$ cat src/rtl/counter_rr_scheduler_if.sv
`default_nettype none
// ============================================================================
// Module   : counter_rr_scheduler_if
// Purpose  : Requester <-> scheduler bundle for the shared interval counter.
//            master = requester side, slave = scheduler side.
// Revision : 1.0 - initial release
// ============================================================================
interface counter_rr_scheduler_if #(
  parameter int NREQ = 4,
  parameter int CW   = 8
);
  logic [NREQ-1:0]    req;      // per-requester request level
  logic [NREQ*CW-1:0] req_len;  // requester i uses bits [i*CW +: CW]
  logic [NREQ-1:0]    gnt;      // one-hot grant while the interval runs
  logic [CW-1:0]      count;    // remaining cycles, 0 when idle
  logic               busy;     // scheduler not idle
  logic [NREQ-1:0]    done;     // one-cycle completion pulse to the owner

  modport master (
    output req, req_len,
    input  gnt, count, busy, done
  );

  modport slave (
    input  req, req_len,
    output gnt, count, busy, done
  );
endinterface
`default_nettype wire

$ cat src/rtl/counter_rr_scheduler.sv
`default_nettype none
// ============================================================================
// Module   : counter_rr_scheduler
// Purpose  : Shares one CW-bit down-counter among NREQ requesters. A
//            round-robin arbiter picks a requester, loads its interval length,
//            counts it down to 0 and pulses done to that requester only.
// Options  : COUNTER_SCHED_ABORT_EN - owner dropping req during RUN aborts the
//            interval (no done pulse, pointer advances past the owner).
// Revision : 1.0 - initial release
// ============================================================================
module counter_rr_scheduler #(
  parameter int NREQ = 4,
  parameter int CW   = 8
) (
  input  logic                    clk,
  input  logic                    rst,
  counter_rr_scheduler_if.slave   bus
);

  localparam int PW = (NREQ > 1) ? $clog2(NREQ) : 1;

  typedef enum logic [1:0] {
    S_IDLE = 2'd0,
    S_RUN  = 2'd1,
    S_DONE = 2'd2
  } state_t;

  state_t          state_q, state_d;
  logic [PW-1:0]   ptr_q, ptr_d;
  logic [PW-1:0]   owner_q, owner_d;
  logic [CW-1:0]   count_q, count_d;
  logic [NREQ-1:0] gnt_q, gnt_d;
  logic [NREQ-1:0] done_q, done_d;

  logic [CW-1:0]   len_arr [NREQ];
  logic [PW:0]     scan_idx;
  logic [PW-1:0]   win_idx;
  logic            win_found;
  logic [PW-1:0]   owner_nxt;
  logic            abort;

  // Unpack the flat length bus so it can be indexed by the winner
  generate
    for (genvar gi = 0; gi < NREQ; gi++) begin : g_len
      assign len_arr[gi] = bus.req_len[gi*CW +: CW];
    end
  endgenerate

  // Round-robin scan: first set req at ptr, ptr+1, ... modulo NREQ
  always_comb begin
    win_found = 1'b0;
    win_idx   = ptr_q;
    scan_idx  = '0;
    for (int k = 0; k < NREQ; k++) begin
      scan_idx = {1'b0, ptr_q} + (PW+1)'(k);
      if (scan_idx >= (PW+1)'(NREQ)) begin
        scan_idx = scan_idx - (PW+1)'(NREQ);
      end
      if (!win_found && bus.req[scan_idx[PW-1:0]]) begin
        win_found = 1'b1;
        win_idx   = scan_idx[PW-1:0];
      end
    end
  end

  // Pointer value that places the current owner at lowest priority
  always_comb begin
    owner_nxt = (owner_q == PW'(NREQ-1)) ? '0 : owner_q + PW'(1);
  end

  // Abort request from the owner; tied off when the option is not built
  always_comb begin
`ifdef COUNTER_SCHED_ABORT_EN
    abort = !bus.req[owner_q];
`else
    abort = 1'b0;
`endif
  end

  // Next-state and registered-output logic
  always_comb begin
    state_d = state_q;
    ptr_d   = ptr_q;
    owner_d = owner_q;
    count_d = count_q;
    gnt_d   = gnt_q;
    done_d  = '0;
    case (state_q)
      S_IDLE: begin
        if (win_found) begin
          state_d = S_RUN;
          gnt_d   = NREQ'(1) << win_idx;
          owner_d = win_idx;
          count_d = len_arr[win_idx];
        end
      end
      S_RUN: begin
        if (abort) begin
          // Abort beats a same-cycle completion: no done pulse
          state_d = S_IDLE;
          gnt_d   = '0;
          count_d = '0;
          ptr_d   = owner_nxt;
        end else if (count_q != '0) begin
          count_d = count_q - CW'(1);
        end else begin
          state_d = S_DONE;
          gnt_d   = '0;
          done_d  = NREQ'(1) << owner_q;
        end
      end
      S_DONE: begin
        state_d = S_IDLE;
        ptr_d   = owner_nxt;
      end
      default: begin
        state_d = S_IDLE;
        gnt_d   = '0;
        count_d = '0;
      end
    endcase
  end

  // State register; reset takes effect immediately, independent of clk
  always_ff @(posedge clk or posedge rst) begin
    if (rst) begin
      state_q <= S_IDLE;
      ptr_q   <= '0;
      owner_q <= '0;
      count_q <= '0;
      gnt_q   <= '0;
      done_q  <= '0;
    end else begin
      state_q <= state_d;
      ptr_q   <= ptr_d;
      owner_q <= owner_d;
      count_q <= count_d;
      gnt_q   <= gnt_d;
      done_q  <= done_d;
    end
  end

  assign bus.gnt   = gnt_q;
  assign bus.count = count_q;
  assign bus.busy  = (state_q != S_IDLE);
  assign bus.done  = done_q;

endmodule
`default_nettype wire
$ cat src/flat_wrapper.sv
// flat-port wrapper written by rule: the top's interface ports become plain ports
module counter_rr_scheduler_flat 
#(
  parameter int NREQ = 4,
  parameter int CW   = 8
)
  (clk, rst, bus_req, bus_req_len, bus_gnt, bus_count, bus_busy, bus_done);
  counter_rr_scheduler_if #(.NREQ(NREQ), .CW(CW)) bus_i ();
  input  logic clk;
  input  logic rst;
  input wire logic [$bits(bus_i.req)-1:0] bus_req;
  input wire logic [$bits(bus_i.req_len)-1:0] bus_req_len;
  output wire logic [$bits(bus_i.gnt)-1:0] bus_gnt;
  output wire logic [$bits(bus_i.count)-1:0] bus_count;
  output wire logic [$bits(bus_i.busy)-1:0] bus_busy;
  output wire logic [$bits(bus_i.done)-1:0] bus_done;
  assign bus_i.req = bus_req;
  assign bus_i.req_len = bus_req_len;
  assign bus_gnt = bus_i.gnt;
  assign bus_count = bus_i.count;
  assign bus_busy = bus_i.busy;
  assign bus_done = bus_i.done;
  counter_rr_scheduler #(.NREQ(NREQ), .CW(CW)) u_core (.clk(clk), .rst(rst), .bus(bus_i));
endmodule
$ cat config.mk
export PLATFORM = sky130hd
export DESIGN_NAME = counter_rr_scheduler_flat
export DESIGN_NICKNAME = d
export VERILOG_FILES = /design/src/rtl/counter_rr_scheduler_if.sv /design/src/rtl/counter_rr_scheduler.sv /design/src/flat_wrapper.sv
export SDC_FILE = /design/constraint.sdc
export NUM_CORES = 1
export LEC_CHECK = 0
export BUFFER_PORTS_ARGS = -buffer_cell sky130_fd_sc_hd__buf_2
export CAP_MARGIN = 15
export CORE_ASPECT_RATIO = 1.25
export CORE_UTILIZATION = 50
export DETAILED_ROUTE_END_ITERATION = 10
export GPL_ROUTABILITY_DRIVEN = 0
export PLACE_DENSITY_LB_ADDON = 0.25
export SYNTH_ARGS = -nofsm -noshare
export SYNTH_HDL_FRONTEND = slang
export SYNTH_SLANG_ARGS = --single-unit
$ cat constraint.sdc
create_clock -name clk -period 2.99 [get_ports clk]
set_input_delay 0.598 -clock clk [delete_from_list [all_inputs] [get_ports clk]]
set_output_delay 0.598 -clock clk [all_outputs]
set_load 0.02 [all_outputs]
==> results_dict.tcl <==
set metrics [dict create \
    htreeDepth 1 \
    slew_violations 0 \
    endpoint_kind "register" \
    port-buffer-count 54 \
    powerDensity_mw_per_mm2 855.1 \
    syn_nets 209 \
    grt_pass1_vias 1524 \
    die_height_um 65.18 \
    setup.worst_path.class "register to register" \
    synthDistinctLibCells 51 \
    clock-sinks 22 \
    setup_viol 0 \
    cp.depth 7 \
    cts_made_buffers 3 \
    syn_avg_cell_area_um2 9.618 \
    fin_area_mm2 0.001932 \
    synth_cells 166 \
    arrival_ps 2560 \
    die_w_um 52.54 \
    cap_violations 0 \
    start_util_pct 53.21 \
    max_freq_mhz 424.2 \
    firstDrtPassIters 4 \
    cpPeakStageDelay_ps 510 \
    ant_nets 0 \
    placed_area_mm2 0.001879 \
    ctsHoldBuffers 0 \
    fin_nets 262 \
    syn_to_final_growth_pct 21.00 \
    drt_iter0_drc 49 \
    worstHoldPathType "input pin to asynchronous set/reset pin" \
    crit_slowest_cell "or4b_4" \
    peakVddDrop_mv 0.4895 \
    vias_per_cell 6.098 \
    cts_root_buf "clkbuf_4" \
    start_kind "register" \
    hold_viol 0 \
    yosysTopAreaCell "dfrtp_1" \
    cts_tree "built" \
    die_area_mm2 0.003424 \
    ys_seq_area_share_pct 34.48 \
    grt_max_degree 23 \
    power.leakage_nw 0.8917 \
    drive_gt1_share_pct 33.49 \
    clkTransAtPathRegs_ps 130 \
    synth.area.top_cells "dfrtp_1 34%, mux2i_1 6.3%, ha_1 3.9%, o21a_1 3.8%, o21ai_0 3.4%" \
    cts.repair.resized 0 \
    core_mm2 0.003000 \
    highest_layer "met4" \
    grtUsageTotal_pct 26.31 \
    synth_area_mm2 0.001597 \
    dp_hpwl_um 3154 \
    crit_buf_inv 1 \
    routed_wl_um 4084 \
    antenna_found_initial 0 \
    clk_latency_ps 320 \
    status "finished clean" \
    synth_edf_count 0 \
    worst_pin_slew_ps 847.0 \
    postCtsSetupBuffers 0 \
    grt-ovfl-total 0 \
    ys_ff_latch 22 \
    ys_top_cells_by_count "22 x dfrtp_1, 11 x o21ai_0, 10 x mux2i_1, 9 x nor2_1" \
    crit_fanout 5 \
    rsz0062_at_grt "false" \
    reg2reg_depth 7 \
    crit_chain "inv_1 -> ha_1 -> or4b_4 -> or3_1 -> a21oi_2 -> mux2i_1 -> o211ai_2" \
    grt_pass1_wl_um 6679 \
    wl_met2_um 2192 \
    row_count 22 \
    relSlewSlack_pct 43.47 \
    antenna_cells 0 \
    skew_ps 1.465 \
    finalCriticalPeriod_ps 2357 \
    ys_warn_count 0 \
    detail_route.wl_per_cell_um 16.08 \
    cp_top_family "simple AND/OR/NAND/NOR gates" \
    wl_met1_um 1549 \
    yosysMostFrequentCell "dfrtp_1" \
    yosysTopAreaCellShare_pct 34.48 \
    period_share_pct 78.84 \
    io_pins 55 \
    cp.required_ps 3200 \
    via_count 1549 \
    postSynth.asyncResetShare_pct 100.0 \
    wl_met3_um 270 \
    drc 0 \
    setup_tns_ps 0 \
    clock_path_buffers 2 \
    synthFlopType "dfrtp_1" \
]
## final cells by class
| cell class | instances | area, um^2 |
|---|---|---|
| flip-flops and latches | 22 | 550.5 |
| well taps | 36 | 45.04 |
| multi-input cells | 129 | 972.2 |
| clock buffers | 3 | 22.52 |
| fillers | 267 | 1069 |
| inverters | 7 | 26.28 |
| clock inverters | 1 | 30.03 |
| repair buffers | 56 | 285.3 |
## layout by cell type (no fill, tap or decap), types with 3 or more instances in the layout
master      n
clkbuf_4    3
nand2b_1    8
nor2b_1     3
buf_2      54
o22ai_1     3
mux2i_1    10
o221ai_1    3
o211ai_1    6
o21a_1      8
dfrtp_1    22
nor3_1      4
o21ai_0    11
ha_1        5
a21oi_1     5
inv_1       7
o2bb2ai_1   3
nor2_1      9
nor3b_1     6
nand2_1     5
and2_1      4
## sequential cells by signal, indices dropped and copies added (netlist names)
register and count:
u_core.bus.done 4, u_core.state_q 2, u_core.bus.count 8, u_core.owner_q 2
u_core.bus.gnt 4, u_core.ptr_q 2
## through the flow
| step | util [%] | total power [mW] | instances | hold WS (ps) | setup WS [ps] |
|---|---|---|---|---|---|
| 4_1_cts | 64.39 | 1.653 | 254 | 456.4 | 645.2 |
| 3_5_place_dp | 62.64 | 1.410 | 250 | 486.2 | 567.8 |
| 5_1_grt | 64.39 | 1.767 | 254 | 511.9 | 535.8 |
| 2_1_floorplan | - | 1.171 | 166 | 487.2 | 788.6 |
| 3_3_place_gp | 62.64 | 1.373 | 250 | 471.2 | 632.2 |
| 6_report | 64.39 | 1.652 | 254 | 426.9 | 632.6 |
## layer usage
layer	vias to the layer above	GRT usage, %
met5	-	0
met4	0	9.868
met3	10	4.630
met2	75	46.68
met1	737	30.62
li1	727	-
## power by group
group          switching (mW)  internal (mW)
sequential              0.137          0.393
combinational           0.496          0.389
clock                   0.101          0.136
total                   0.734          0.918
## worst register-to-register path, cell delays in order, from the launching register on
cell and delay (ps):
dfrtp_1 440, inv_1 110, ha_1 240, or4b_4 510, or3_1 380, a21oi_2 200, mux2i_1 260, o211ai_2 110
## final timing paths
path                                          start             endpoint  slack (ps)
min in group clk                  u_core.bus.gnt[2]    u_core.bus.gnt[2]         520
worst max register to register  u_core.bus.count[0]  u_core.bus.count[1]         630
worst max-delay path            u_core.bus.count[0]  u_core.bus.count[1]         630
worst min register to register    u_core.bus.gnt[2]    u_core.bus.gnt[2]         520
max in group asynchronous                       rst    u_core.owner_q[1]        2050
worst min-delay path                            rst    u_core.bus.gnt[1]         430
## logic make-up (layout without fill, tap and decap cells)
family                   after synthesis  after routing  share of synthesized area (%)
adder cells (fa/ha/maj)                5              5                          3.918
AND/OR/NAND/NOR                       58             58                          23.98
multiplexers                          13             13                          9.091
AO/OA/AOI/OAI                         53             53                          23.90
buffers and inverters                 15             67                          4.624
flip-flops                            22             22                          34.48
(Power assumes the default switching activity.)
